## src/rtl/keypad_reader.sv

```systemverilog
// 4x4 matrix keypad scanner with debounce and an 8-digit entry buffer.
// The CPU reads the buffer and the entry-complete flag through two fixed addresses.
module keypad_reader #(
  parameter int unsigned SCAN_DIV     = 50000,
  parameter int unsigned DEBOUNCE_CNT = 4
) (
  input  logic        clk,
  input  logic        rst,
  input  logic [3:0]  row,
  input  logic        keyCtrl,
  input  logic [31:0] address,
  output logic [3:0]  col,
  output logic [31:0] keyData,
  output logic        keyValid
);

  localparam int unsigned DIV_W = (SCAN_DIV > 1) ? $clog2(SCAN_DIV) : 1;
  localparam int unsigned CNT_W = $clog2(DEBOUNCE_CNT + 1);
  localparam logic [31:0] ADDR_BUF   = 32'hFFFF_FFF4;
  localparam logic [31:0] ADDR_VALID = 32'hFFFF_FFF8;

  typedef enum logic [1:0] {SCAN, DEBOUNCE, HOLD} state_e;

  state_e             state_q, state_d;
  logic [3:0]         row_s1_q, row_s2_q;
  logic [DIV_W-1:0]   div_q;
  logic [1:0]         idx_q, idx_d;
  logic [3:0]         col_q;
  logic [3:0]         code_q, code_d;
  logic [CNT_W-1:0]   cnt_q, cnt_d;
  logic [CNT_W-1:0]   rel_q, rel_d;
  logic [31:0]        buf_q, buf_d;
  logic               valid_q, valid_d;

  logic               tick_c;
  logic               key_c;
  logic [1:0]         r_c;
  logic [3:0]         samp_code_c;
  logic               reg_fire_c;
  logic [3:0]         digit_c;
  logic               rd_clr_c;

  // Physical position {col,row} to keypad legend.
  function automatic logic [3:0] code_to_digit(input logic [3:0] code);
    logic [3:0] d;
    case (code)
      4'h0: d = 4'h1;  4'h4: d = 4'h2;  4'h8: d = 4'h3;  4'hC: d = 4'hA;
      4'h1: d = 4'h4;  4'h5: d = 4'h5;  4'h9: d = 4'h6;  4'hD: d = 4'hB;
      4'h2: d = 4'h7;  4'h6: d = 4'h8;  4'hA: d = 4'h9;  4'hE: d = 4'hC;
      4'h3: d = 4'hE;  4'h7: d = 4'h0;  4'hB: d = 4'hF;  default: d = 4'hD;
    endcase
    return d;
  endfunction

  assign tick_c = (div_q == DIV_W'(SCAN_DIV - 1));

  // Only a single low row counts as a key; anything else is treated as idle.
  always_comb begin
    key_c = 1'b1;
    r_c   = 2'd0;
    case (row_s2_q)
      4'b1110: r_c = 2'd0;
      4'b1101: r_c = 2'd1;
      4'b1011: r_c = 2'd2;
      4'b0111: r_c = 2'd3;
      default: key_c = 1'b0;
    endcase
  end

  assign samp_code_c = {idx_q, r_c};

  always_comb begin
    state_d    = state_q;
    idx_d      = idx_q;
    code_d     = code_q;
    cnt_d      = cnt_q;
    rel_d      = rel_q;
    reg_fire_c = 1'b0;
    if (tick_c) begin
      case (state_q)
        SCAN: begin
          if (key_c) begin
            code_d = samp_code_c;
            cnt_d  = CNT_W'(1);
            if (DEBOUNCE_CNT <= 1) begin
              reg_fire_c = 1'b1;
              rel_d      = '0;
              state_d    = HOLD;
            end else begin
              state_d = DEBOUNCE;
            end
          end else begin
            idx_d = idx_q + 2'd1;
          end
        end
        DEBOUNCE: begin
          if (key_c && (samp_code_c == code_q)) begin
            cnt_d = cnt_q + CNT_W'(1);
            if (cnt_d == CNT_W'(DEBOUNCE_CNT)) begin
              reg_fire_c = 1'b1;
              rel_d      = '0;
              state_d    = HOLD;
            end
          end else begin
            cnt_d   = '0;
            idx_d   = idx_q + 2'd1;
            state_d = SCAN;
          end
        end
        HOLD: begin
          if (key_c) begin
            rel_d = '0;
          end else begin
            rel_d = rel_q + CNT_W'(1);
            if (rel_d == CNT_W'(DEBOUNCE_CNT)) begin
              rel_d   = '0;
              cnt_d   = '0;
              idx_d   = idx_q + 2'd1;
              state_d = SCAN;
            end
          end
        end
        default: state_d = SCAN;
      endcase
    end
  end

  assign digit_c  = code_to_digit(code_d);
  assign rd_clr_c = keyCtrl && (address == ADDR_BUF) && valid_q;

  // Entry buffer; a read-clear takes priority over a key registered on the same edge.
  always_comb begin
    buf_d   = buf_q;
    valid_d = valid_q;
    if (rd_clr_c) begin
      buf_d   = '0;
      valid_d = 1'b0;
    end else if (reg_fire_c) begin
      case (digit_c)
        4'hE: begin
          buf_d   = '0;
          valid_d = 1'b0;
        end
        4'hF: valid_d = 1'b1;
        default: if (!valid_q) buf_d = {buf_q[27:0], digit_c};
      endcase
    end
  end

  always_ff @(posedge clk or negedge rst) begin
    if (!rst) begin
      state_q  <= SCAN;
      row_s1_q <= 4'hF;
      row_s2_q <= 4'hF;
      div_q    <= '0;
      idx_q    <= 2'd0;
      col_q    <= 4'b1110;
      code_q   <= '0;
      cnt_q    <= '0;
      rel_q    <= '0;
      buf_q    <= '0;
      valid_q  <= 1'b0;
    end else begin
      state_q  <= state_d;
      row_s1_q <= row;
      row_s2_q <= row_s1_q;
      div_q    <= tick_c ? '0 : div_q + DIV_W'(1);
      idx_q    <= idx_d;
      col_q    <= 4'(~(4'b0001 << idx_d));
      code_q   <= code_d;
      cnt_q    <= cnt_d;
      rel_q    <= rel_d;
      buf_q    <= buf_d;
      valid_q  <= valid_d;
    end
  end

  always_comb begin
    keyData = '0;
    if (address == ADDR_BUF)        keyData = buf_q;
    else if (address == ADDR_VALID) keyData = {31'b0, valid_q};
  end

  assign col      = col_q;
  assign keyValid = valid_q;

endmodule

```

## config.mk

```make
export PLATFORM = sky130hd
export DESIGN_NAME = keypad_reader
export DESIGN_NICKNAME = d
export VERILOG_FILES = /design/src/rtl/keypad_reader.sv
export SDC_FILE = /design/constraint.sdc
export NUM_CORES = 1
export LEC_CHECK = 0
export BUFFER_PORTS_ARGS = -buffer_cell sky130_fd_sc_hd__buf_4
export CORE_UTILIZATION = 25
export CTS_CLUSTER_SIZE = 40
export DETAILED_ROUTE_END_ITERATION = 6
export GPL_TIMING_DRIVEN = 0
export SLEW_MARGIN = 0
export SYNTH_ARGS = -nofsm -noshare
export SYNTH_HDL_FRONTEND = slang
export SYNTH_SLANG_ARGS = --single-unit
```

## constraint.sdc

```tcl
create_clock -name clk -period 3.27 [get_ports clk]
set_clock_uncertainty 0.2 [all_clocks]
set_input_delay 0.327 -clock clk [delete_from_list [all_inputs] [get_ports clk]]
set_output_delay 0.327 -clock clk [all_outputs]
set_load 0.1 [all_outputs]
```

==> key figures <==
Outcome
  – Status: finished, final reports clean

Synthesis
  – Mapped Area: 4150 um^2
  – Avg Inst Size Synth: between 9 and 10 um^2
  – Yosys warning count: 0
  – Cells after synthesis: 427
  – Unique masters post-synth: 60
  – Post-synth net total: 475
  – Ys async rst share: 100%
  – Ys flop type: dfrtp_1
  – Post-synth EDFFs: 0
  – Register area share after synthesis: a little under half
  – Synthesized flop and latch total: 75

Pwr
  – Combinational share of power: 4.1%
  – Static Leakage: around 2.4 nW
  – Power share of the clock group: about 51%
  – Share of power burned in registers: between 40% and 50%
  – Internal cell power: 1.69 mW
  – VDD IR max: 0.256 mV
  – Psw: 0.428 mW
  – Total power draw: 2.12 mW
  – Pwr/cell area: 394 nW/um^2
  – Sw Share: between 20 and 25%

Drt
  – Drt pass-1 iters: 4
  – Post-route ant nets: 0
  – First DRT Iteration DRCs: 108
  – Number of remaining DRC errors: 0
  – Vias per cell: 4.56
  – Routed WL: 9380 um
  – Routed len/inst: 12.7 um
  – DR vias: around 3400

Placement
  – Placed instance area: 4990 um^2
  – Gpl congestion: around 0.76
  – Buffers added on ports: 75
  – Post-Place Setup Slack: 0.202 ns
  – DP HPWL: approximately 6800 um

Global routing
  – Grt total ovfl: 0
  – First-pass GRT wire length: 15400 um
  – Total GRT Usage: 11.4%
  – Initial antenna violation count: 0
  – Largest net degree at the start of global routing: 76
  – Vias in the first global route: 3386

Layout
  – Area Growth Syn to Fin: 29.4%
  – Nets@finish: between 500 and 600
  – Share of cells above drive strength 1: 23.7%
  – Final Instance Area: 5370 um^2
  – Fin util: between 30 and 40%
  – FF+latch area: 1890 um^2
  – Number of fill cells: 1622
  – Antenna Cells: 0
  – Multi-input gate area: 2010 um^2

Clocking
  – Number of post-CTS setup repair buffers: 0
  – Total CTS buffers: 9
  – CTS tree: yes
  – Clock Tree Buf Depth: 2
  – H-tree depth: 3
  – Clock Sinks: 75
  – Clk Latency, worst-skew pair: 0.33 ns
  – CTS clk-pin slew, worst paths: 0.06 ns
  – Clock root cell: clkbuf_16

Setup path
  – WS Path Type: flip-flop to flip-flop
  – Critical path required time: 3.29 ns
  – Worst Path Max Fanout: 10
  – CP Capture Type: flip-flop
  – CP Launch Type: flip-flop
  – WP data arrival: 3.09 ns

Floorplanning
  – Core area: 16100 um^2
  – Num ports: 76
  – Die height: between 100 and 150 um
  – DIE AREA: 17100 um^2
  – Std-Cell Rows: 46
  – Die Wd: approximately 130 um
  – Starting density of the core: 25.9%

STA
  – Final worst slack: 0.198 ns
  – Hold Vio Cnt, Final: 0
  – Slew headroom: 36.6%
  – Crit share post-route: a little over nine tenths
  – Max Transition Viols Final: 0
  – Min Clock Period, post-route: between 3 and 4 ns
  – Fmax achieved: 326 MHz
  – Slew @ Worst Pin: ~0.95 ns
  – Final setup fails: 0
  – Final setup TNS: 0 ns
  – RSZ-0062 raised after global routing: false

Worst hold path
  – HP Class: flip-flop to flip-flop

Run
  – Max Cap Viol: 0
## cells in the final DEF (no fill, tap or decap), types with 5 or more instances in the layout
cell type	Yosys	routed
nor4_1	5	5
nor2b_1	6	6
xnor2_1	8	8
clkbuf_1	9	10
dfrtp_1	64	64
nand4_1	15	15
xor2_1	10	10
dlygate4sd3_1	0	5
and2_1	35	35
dfstp_2	11	11
nor2_1	19	19
inv_1	42	42
nand3_1	7	7
and3_1	6	6
ha_1	9	9
nand2_1	50	50
mux2i_1	33	33
o21ai_0	16	16
clkbuf_16	0	9
a21oi_1	12	12
buf_4	2	77
nor3_1	5	5
## area by class of cell
cell class / instances / share of cell area (%)
multi-input cells: 293 / 37.3
flip-flops and latches: 75 / 35.2
repair buffers: 80 / 11.4
well taps: 216 / 5.03
clock buffers: 12 / 4.77
inverters: 43 / 3.00
plain buffers: 16 / 1.91
clock inverters: 4 / 1.35
## final timing paths
| kind | from | to | slack (ns) | cells after the start |
|---|---|---|---|---|
| hold reg to reg | row_s1_q[1] | row_s2_q[1] | 0.16 | 0 |
| min in group asynchronous | rst | div_q[2] | 0.50 | 2 |
| hold / removal | row_s1_q[1] | row_s2_q[1] | 0.16 | 0 |
| max in group asynchronous | rst | buf_q[11] | 1.77 | 2 |
| setup reg to reg | row_s2_q[3] | buf_q[2] | 0.20 | 8 |
| setup / recovery | row_s2_q[3] | buf_q[2] | 0.20 | 8 |
## worst max-delay path: stages (launching register included)
cell	delay (ns)
dfstp_2	0.57
xor2_1	0.22
and2_1	0.29
nor2_1	0.11
nor4_2	0.57
nand2_1	0.18
o221ai_4	0.31
buf_8	0.20
mux2_4	0.30
## metrics by stage
step / instances / hold WS (ns)
after global placement: 718 / 0.148
final: 739 / 0.158
after CTS: 739 / 0.158
after detailed placement: 718 / 0.150
after global routing: 739 / 0.165
after floorplan: 427 / -0.169
## kinds of logic after synthesis
kind of cell | after synthesis | synth area share (%)
flip-flops | 75 | 45.5
adder cells (fa/ha/maj) | 9 | 2.71
multiplexers | 38 | 9.49
AND/OR/NAND/NOR | 170 | 22.4
AO/OA/AOI/OAI | 58 | 9.70
buffers and inverters | 59 | 6.35
XOR/XNOR | 18 | 3.80
## per-layer routing
| layer | global-route usage, % | vias up | routed length (um) |
|---|---|---|---|
| met4 | 4.39 | 0 | 116 |
| met2 | 19.2 | 73 | 4480 |
| li1 | - | 1643 | - |
| met1 | 14.3 | 1644 | 4340 |
| met3 | 2.61 | 9 | 439 |
| met5 | 0 | - | 0 |
## registers in the layout, indices dropped and copies added, names as in the netlist
register and flops:
buf_q 32, div_q 16, code_q 4, col 4, row_s1_q 4, row_s2_q 4, cnt_q 3, rel_q 3
idx_q 2, state_q 2, keyValid 1
## synthesized netlist by cell type (all sizes together) (4+ instances only)
cell,n,area [um^2]
nand2,50,188
inv,43,161
clkbuf,9,33.8
mux2,5,63.8
nand2b,4,25.0
and2,36,228
xor2,10,87.6
ha,9,113
o21ai,16,80.1
a31oi,4,25.0
and3,6,37.5
nand4b,4,35.0
nor4,6,43.8
dfstp,11,289
nand3,7,35.0
o211ai,4,35.0
nand4,15,93.8
mux2i,33,330
nor2,19,71.3
xnor2,8,70.1
dfrtp,64,1600
buf,7,68.8
nor3,5,25.0
nor2b,6,37.5
a21oi,12,60.1
## timing repair
item                       4_1_cts  5_1_grt
hold buffers                     5        0
hold endpoints to repair        13        0
gates resized for setup          0        1
setup endpoints to repair        0       19
## power groups by stage
stage	sequential (mW)	combinational (mW)	clock [mW]
after floorplan	0.956	0.0200	0
after global placement	0.957	0.0805	0
after detailed placement	0.958	0.0833	0
after CTS	0.941	0.0887	1.11
after global routing	0.941	0.0972	1.16
final	0.941	0.0874	1.09
Power figures use the tool's default switching activity.
